==> config.mk <==
export PLATFORM = sky130hd
export DESIGN_NAME = ahbl_master_stage
export DESIGN_NICKNAME = d
export VERILOG_FILES = /design/src/rtl/ahbl_master_stage.sv
export SDC_FILE = /design/constraint.sdc
export NUM_CORES = 1
export LEC_CHECK = 0
export ABC_AREA = 1
export BUFFER_PORTS_ARGS = -buffer_cell sky130_fd_sc_hd__buf_2
export CAP_MARGIN = 20
export CORE_MARGIN = 5
export CORE_UTILIZATION = 42
export DETAILED_ROUTE_END_ITERATION = 7
export PLACE_DENSITY = 0.85
export SETUP_SLACK_MARGIN = 0.02
export SLEW_MARGIN = 10
export SYNTH_ARGS = -nofsm -noshare
export SYNTH_HDL_FRONTEND = slang
export SYNTH_SLANG_ARGS = --single-unit
==> constraint.sdc <==
create_clock -name i_hclk -period 1.8 [get_ports i_hclk]
set_input_delay 0.09 -clock i_hclk [delete_from_list [all_inputs] [get_ports i_hclk]]
set_output_delay 0.09 -clock i_hclk [all_outputs]
set_load 0.01 [all_outputs]
==> src/rtl/ahbl_master_stage.sv <==
`timescale 1ns/1ps
// Per-master AHB-Lite front end: decodes the address phase into a one-hot slave request,
// parks the address phase while the target arbiter withholds grant, and steers the response back.
module ahbl_master_stage #(
    parameter logic [3:0] SLAVE_EN = 4'b1111,
    parameter logic [1:0] MAP_TOP  = 2'b00
) (
    input  logic         i_hclk,
    input  logic         i_hreset,
    input  logic [31:0]  i_haddr,
    input  logic [1:0]   i_htrans,
    input  logic         i_hwrite,
    input  logic [2:0]   i_hsize,
    input  logic [2:0]   i_hburst,
    input  logic [3:0]   i_hprot,
    input  logic         i_hmastlock,
    output logic         o_hready_m,
    output logic         o_hresp_m,
    output logic [31:0]  o_hrdata_m,
    output logic [3:0]   o_req,
    output logic         o_lock_out,
    input  logic [3:0]   i_grant,
    output logic [31:0]  o_saddr,
    output logic [1:0]   o_strans,
    output logic         o_swrite,
    output logic [2:0]   o_ssize,
    output logic [2:0]   o_sburst,
    output logic [3:0]   o_sprot,
    input  logic [3:0]   i_s_hreadyout,
    input  logic [3:0]   i_s_hresp,
    input  logic [127:0] i_s_hrdata
);

    typedef enum logic [2:0] {
        ST_IDLE = 3'd0,
        ST_PEND = 3'd1,
        ST_DATA = 3'd2,
        ST_ERR1 = 3'd3,
        ST_ERR2 = 3'd4
    } state_t;

    function automatic logic [3:0] onehot4(input logic [1:0] idx);
        onehot4 = 4'b0001 << idx;
    endfunction

    state_t      r_state;
    state_t      w_state_nxt;
    logic [1:0]  r_ds;
    logic [1:0]  w_ds_nxt;
    logic [31:0] r_haddr;
    logic [1:0]  r_htrans;
    logic        r_hwrite;
    logic [2:0]  r_hsize;
    logic [2:0]  r_hburst;
    logic [3:0]  r_hprot;
    logic        r_hmastlock;

    logic [1:0]  w_live_slot;
    logic [1:0]  w_held_slot;
    logic        w_mapped;
    logic        w_vt;
    logic        w_sel_hold;
    logic [31:0] w_slot_rdata;
    logic        w_capture;
    state_t      w_acc_state;
    logic [1:0]  w_acc_ds;
    logic        w_acc_capture;

    assign w_live_slot = i_haddr[29:28];
    assign w_held_slot = r_haddr[29:28];
    assign w_mapped    = (i_haddr[31:30] == MAP_TOP) && SLAVE_EN[w_live_slot];
    assign w_vt        = i_htrans[1] & o_hready_m;

    // Read-data lane of the slave owning the current data phase.
    always_comb begin
        w_slot_rdata = 32'h0000_0000;
        case (r_ds)
            2'd0:    w_slot_rdata = i_s_hrdata[31:0];
            2'd1:    w_slot_rdata = i_s_hrdata[63:32];
            2'd2:    w_slot_rdata = i_s_hrdata[95:64];
            2'd3:    w_slot_rdata = i_s_hrdata[127:96];
            default: w_slot_rdata = 32'h0000_0000;
        endcase
    end

    // Master-side response: the data phase passes the owning slave straight through.
    always_comb begin
        o_hready_m = 1'b1;
        o_hresp_m  = 1'b0;
        o_hrdata_m = 32'h0000_0000;
        w_sel_hold = 1'b0;
        case (r_state)
            ST_IDLE: begin
                o_hready_m = 1'b1;
            end
            ST_PEND: begin
                o_hready_m = 1'b0;
                w_sel_hold = 1'b1;
            end
            ST_DATA: begin
                o_hready_m = i_s_hreadyout[r_ds];
                o_hresp_m  = i_s_hresp[r_ds];
                o_hrdata_m = w_slot_rdata;
            end
            ST_ERR1: begin
                o_hready_m = 1'b0;
                o_hresp_m  = 1'b1;
            end
            ST_ERR2: begin
                o_hready_m = 1'b1;
                o_hresp_m  = 1'b1;
            end
            default: begin
                o_hready_m = 1'b1;
            end
        endcase
    end

    // Request, lock and slave-facing address phase: held copy while parked, live otherwise.
    always_comb begin
        o_req      = 4'b0000;
        o_lock_out = 1'b0;
        o_saddr    = i_haddr;
        o_strans   = i_htrans;
        o_swrite   = i_hwrite;
        o_ssize    = i_hsize;
        o_sburst   = i_hburst;
        o_sprot    = i_hprot;
        if (w_sel_hold) begin
            o_req      = onehot4(w_held_slot);
            o_lock_out = r_hmastlock;
            o_saddr    = r_haddr;
            o_strans   = r_htrans;
            o_swrite   = r_hwrite;
            o_ssize    = r_hsize;
            o_sburst   = r_hburst;
            o_sprot    = r_hprot;
        end else if (w_vt && w_mapped) begin
            o_req      = onehot4(w_live_slot);
            o_lock_out = i_hmastlock;
        end else begin
            o_req      = 4'b0000;
            o_lock_out = 1'b0;
        end
    end

    // Outcome of accepting a new address phase (shared by IDLE, DATA completion and ERR2).
    always_comb begin
        w_acc_state   = ST_IDLE;
        w_acc_ds      = r_ds;
        w_acc_capture = 1'b0;
        if (w_vt) begin
            if (w_mapped) begin
                if (i_grant[w_live_slot]) begin
                    w_acc_state = ST_DATA;
                    w_acc_ds    = w_live_slot;
                end else begin
                    w_acc_state   = ST_PEND;
                    w_acc_capture = 1'b1;
                end
            end else begin
                w_acc_state = ST_ERR1;
            end
        end else begin
            w_acc_state = ST_IDLE;
        end
    end

    // Next-state selection.
    always_comb begin
        w_state_nxt = r_state;
        w_ds_nxt    = r_ds;
        w_capture   = 1'b0;
        case (r_state)
            ST_IDLE, ST_ERR2: begin
                w_state_nxt = w_acc_state;
                w_ds_nxt    = w_acc_ds;
                w_capture   = w_acc_capture;
            end
            ST_PEND: begin
                if (i_grant[w_held_slot]) begin
                    w_state_nxt = ST_DATA;
                    w_ds_nxt    = w_held_slot;
                end else begin
                    w_state_nxt = ST_PEND;
                end
            end
            ST_DATA: begin
                if (i_s_hreadyout[r_ds]) begin
                    w_state_nxt = w_acc_state;
                    w_ds_nxt    = w_acc_ds;
                    w_capture   = w_acc_capture;
                end else begin
                    w_state_nxt = ST_DATA;
                end
            end
            ST_ERR1: begin
                w_state_nxt = ST_ERR2;
            end
            default: begin
                w_state_nxt = ST_IDLE;
            end
        endcase
    end

    // State and data-slot registers.
    always_ff @(posedge i_hclk) begin
        if (i_hreset) begin
            r_state <= ST_IDLE;
            r_ds    <= 2'd0;
        end else begin
            r_state <= w_state_nxt;
            r_ds    <= w_ds_nxt;
        end
    end

    // Hold registers: loaded only for a mapped phase that lost arbitration.
    always_ff @(posedge i_hclk) begin
        if (i_hreset) begin
            r_haddr     <= 32'h0000_0000;
            r_htrans    <= 2'b00;
            r_hwrite    <= 1'b0;
            r_hsize     <= 3'b000;
            r_hburst    <= 3'b000;
            r_hprot     <= 4'b0000;
            r_hmastlock <= 1'b0;
        end else if (w_capture) begin
            r_haddr     <= i_haddr;
            r_htrans    <= i_htrans;
            r_hwrite    <= i_hwrite;
            r_hsize     <= i_hsize;
            r_hburst    <= i_hburst;
            r_hprot     <= i_hprot;
            r_hmastlock <= i_hmastlock;
        end
    end

endmodule

**Word-level counts from Yosys, hierarchy flattened**

Cells that the tools add are included.

- Input bits: 188
- Word-level logic and storage cells: 76
- Register bits after elaboration: 51
- Output and inout bits: 84

- Eq/ne operators: 9
- Mux-type cells: 42
- $lt $le $gt $ge: 3
- Shift operators: 2
- Bitwise operators: 1
- Reductions and logical operators: 10

Operators by type and width:

| operator | count |
|---|---|
| $pmux 32 s4 | 1 |
| $mux 32 | 2 |
| $mux 2 | 8 |
| $mux 3 | 5 |
| $mux 1 | 13 |
| $mux 4 | 3 |
| $pmux 3 s4 | 1 |
| $bmux 1 s2 | 5 |
| $lt 2x3->1 const B | 3 |
| $shl 1x2->4 const A | 2 |
| $eq 3x2->1 const B | 2 |
| $pmux 1 s2 | 3 |
| $pmux 2 s3 | 1 |
| $reduce_or 2->1 | 3 |
| $eq 2x2->1 const B | 2 |
| $logic_not 2->1 | 2 |
| $ne 2x2->1 const B | 2 |
| $eq 3x1->1 const B | 1 |
| $eq 3x3->1 const B | 1 |
| $logic_not 3->1 | 1 |
| $reduce_and 3->1 | 1 |
| $reduce_bool 3->1 | 1 |
| $eq 2x1->1 const B | 1 |
| $logic_and 1x1->1 | 2 |
| $and 1x1->1 | 1 |

**Depth between registers and ports, before layout**

- Depth after elaboration: 7
- Gate-level depth with buffers: 12
- Depth with buffers taken out: 12

**Worst setup path after synthesis**

No wires, ideal clock.

- Kind: register to output
- From: reg r_state[2]
- To: out o_sburst[2]
- Cell stages (with the launch flop): 7
- Path buffers: 2
- Data required time: 1.710 ns
- Data arrival time: 1.394 ns
- Setup slack: 0.316 ns
- Cell sequence: dfxtp_1 -> nor2_1 -> nand2_1 -> clkinv_1 -> buf_2 -> buf_2 -> o21ai_0

- Cells in the longest elaborated chain, start to end: 3

RTL lines:

| item | line | RTL |
|---|---|---|
| from (decl) | 46 | `state_t r_state;` |
| from (signal assigned) | 212 | `r_state <= w_state_nxt;` |
| $eq 3x1->1 | 92 | `case (r_state)` |
| $mux 1 | 92 |  |
| $mux 3 | 129 | `if (w_sel_hold) begin` |
| to (decl) | 27 | `output logic [2:0] o_sburst,` |

No other way between the ends.

**Worst setup path in the final report**

- From: reg r_ds[1]
- To: out o_hresp_m

- Cells in the longest elaborated chain, start to end: 3

RTL lines:

| item | line | RTL |
|---|---|---|
| from (decl) | 48 | `logic [1:0] r_ds;` |
| from (signal assigned) | 213 | `r_ds <= w_ds_nxt;` |
| $bmux 1 s2 | 102 | `o_hresp_m = i_s_hresp[r_ds];` |
| $mux 1 (implied by the code) | 102 |  |
| $pmux 1 s2 | 92 |  |
| to (decl) | 18 | `output logic o_hresp_m,` |

No other way between the ends. The select of a mux whose other input is x is not followed.

==> impl_metrics.py <==
metrics = {
    "grt": {
        "grt_use_met2": 0.421,
        "met1_usage": 0.305,
        "grt_pass1_wl_mm": 23.1,
        "grt_use_met3": 0.0666,
        "grt_max_degree": 89,
        "grt_pass1_vias": 4781,
        "grt_usage": 0.248,
        "grt_overflow": 0,
        "busiest_layer": "met2",
        "antenna_found_initial": 1,
    },
    "clocking": {
        "cts_max_level": 2,
        "clk_pin_slew_ps": 100,
        "cts-root-buf": "clkbuf_8",
        "cts_buffer_depth": 2,
        "clock_latency_ps": 310,
        "cts.sinks": 51,
        "cts_tree": "yes",
        "cts_inserted_buffers": 5,
        "postCtsHoldBufs": 0,
    },
    "final_layout": {
        "n_fill_cell": 798,
        "syn_to_final_growth_pct": 57.9,
        "post-route-util": 0.682,
        "drive_above_1_share": 0.379,
        "nets": 1128,
        "multi_input_area_mm2": 0.00247,
        "finalInstanceArea_mm2": 0.00598,
        "seq_area_mm2": 0.00103,
    },
    "floorplanning": {
        "ios": 272,
        "die_y_um": 105,
        "initial_core_util": 0.432,
        "rows": 34,
        "coreArea_mm2": 0.00876,
        "die_w_um": 105,
        "die-area_mm2": 0.0110,
    },
    "run_status": {
        "outcome": "finished, final reports clean",
    },
    "sta": {
        "finalWorstSetupSlack_ps": 35.5,
        "finalHoldViolCount": 0,
        "fin_crit_ps": 1760,
        "rsz0062_at_grt": "true",
        "clock.fmax_mhz": 567,
        "worst_pin_slew_ps": 387,
        "drv_slew": 0,
        "whs_ps": 47.4,
        "finalCritPeriodShare": 0.980,
        "slew_headroom": 0.741,
        "setup_violations": 0,
        "clock_skew_ps": 16.5,
    },
    "drt": {
        "dr.pass1.iters": 6,
        "ant_nets": 0,
        "drtIter0Drc": 431,
        "drcViolationCount": 0,
        "wl_per_cell_um": 16.0,
        "drt-total-wl_mm": 16.8,
        "vias_per_cell": 5.27,
        "via_count": 5529,
    },
    "logic_synthesis": {
        "ys_top_cells_by_area": "dfxtp_1, nand2_1, nand3_1, a41oi_1, a21oi_1",
        "synth_top_area_frac": 0.270,
        "synth_top_area_cell": "dfxtp_1",
        "synth_seq_cells": 51,
        "syn_nets": 860,
        "synth_cell_type_count": 23,
        "syn_area_mm2": 0.00378,
        "ys_seq_area_frac": 0.270,
        "synth_warnings": 0,
        "syn_area_per_cell_um2": 5.63,
        "synthCells": 672,
    },
    "run": {
        "maxCapViolations": 0,
    },
    "critical_path": {
        "cp-start-kind": "register",
        "cp-end-kind": "output pin",
        "worstPathMaxFanout": 33,
        "crit_type": "register to output pin",
        "cp_data_arrival_time_ps": 1670,
        "crit_required_ps": 1710,
    },
    "min_path": {
        "hold_class": "primary input to register",
    },
    "placement": {
        "dpl.hpwl_mm": 11.2,
        "placed_area_mm2": 0.00529,
        "gp_congestion": 0.963,
        "pre_cts_slack_ps": 115,
        "io_buffers": 271,
    },
    "power": {
        "leakage_nw": 2.94,
        "ir_worst_vdd_mv": 0.567,
        "p_per_area_mw_per_mm2": 821,
        "power.total_w": 0.00490,
    },
}
## layout make-up
class / count / area share
multi-input cells: 513 / 0.413
repair buffers: 308 / 0.335
flip-flops and latches: 51 / 0.173
inverters: 61 / 0.0400
well taps: 108 / 0.0226
clock buffers: 5 / 0.0115
clock inverters: 3 / 0.00377
diodes: 1 / 0.000419
## routing by layer
layer	vias to the layer above	wire length, µm
met3	32	1600
met1	2481	6470
met2	290	8320
met5	-	0
li1	2726	-
met4	0	456
## cell usage after synthesis
master,count
nand4_1,1
a21oi_2,1
buf_1,2
a21oi_1,47
buf_2,14
nand3_1,57
o21ai_0,47
inv_2,4
dfxtp_1,51
nand2_1,264
nor3_4,1
o21ai_2,1
a41oi_1,32
inv_1,56
buf_6,2
nor2_4,1
a22oi_1,1
nor3_1,1
nand3_2,1
clkbuf_1,27
clkinv_1,1
buf_4,2
nor2_1,58
## critical path: stages, from the launching register on
cell and delay (ps):
dfxtp_4 420, nor2_2 70, buf_12 170, nand2_1 70, nand4_1 200, a22oi_2 210
nand2_1 80, buf_2 140
## where the power goes
| group | total [W] | internal [W] | switching, W | leakage (nW) |
|---|---|---|---|---|
| combinational | 0.00292 | 0.00130 | 0.00162 | 2.48 |
| sequential | 0.00128 | 0.00121 | 0.0000660 | 0.416 |
| clock | 0.000704 | 0.000283 | 0.000421 | 0.0489 |
## stage by stage
stage | TNS (ps) | std cells
detailed placement | 0 | 1016
CTS | 0 | 1026
finish | 0 | 1050
global placement | 0 | 1016
floorplan | 0 | 672
global route | -946 | 1050
## path summary, 6_finish.rpt
path,startpoint,endpoint,slack [ps],cells past startpoint
setup / recovery,r_ds[1]$_SDFFE_PP0P_,o_hresp_m,40,7
hold / removal,i_hreset,r_state[0]$_SDFF_PP0_,50,2
setup reg to reg,r_ds[0]$_SDFFE_PP0P_,r_hsize[2]$_SDFFE_PP0P_,60,13
hold reg to reg,r_haddr[30]$_SDFFE_PP0P_,r_haddr[30]$_SDFFE_PP0P_,450,2
## cells in the final DEF, fill, tap and decap left out, types with 9 or more instances in the layout
master	instances
buf_4	10
o21ai_0	41
a41oi_1	25
inv_1	53
dfxtp_1	46
nand3_1	54
buf_2	269
a21oi_1	47
nor2_1	53
nand2_1	258
clkbuf_16	9
buf_12	11
## flip-flops by register name (all words and copies together) (netlist names)
register / flops
r_htrans: 2
r_ds: 2
r_hsize: 3
r_haddr: 32
r_hwrite: 1
r_hprot: 4
r_hmastlock: 1
r_hburst: 3
r_state: 3
## timing repair
action / CTS / global route
resized for setup: 10 / 46
pin swaps: 2 / 12
setup buffers: 1 / 8
cloned: 1 / 15
endpoints found under the setup margin: 45 / 123
## kinds of logic after synthesis
| family | Yosys count | share of synthesized area |
|---|---|---|
| and+or+nand+nor | 384 | 0.408 |
| DFF | 51 | 0.270 |
| AOI/OAI and AO/OA | 129 | 0.205 |
| buffers and inverters | 108 | 0.118 |
No activity file was read; power rests on OpenSTA's default activity.
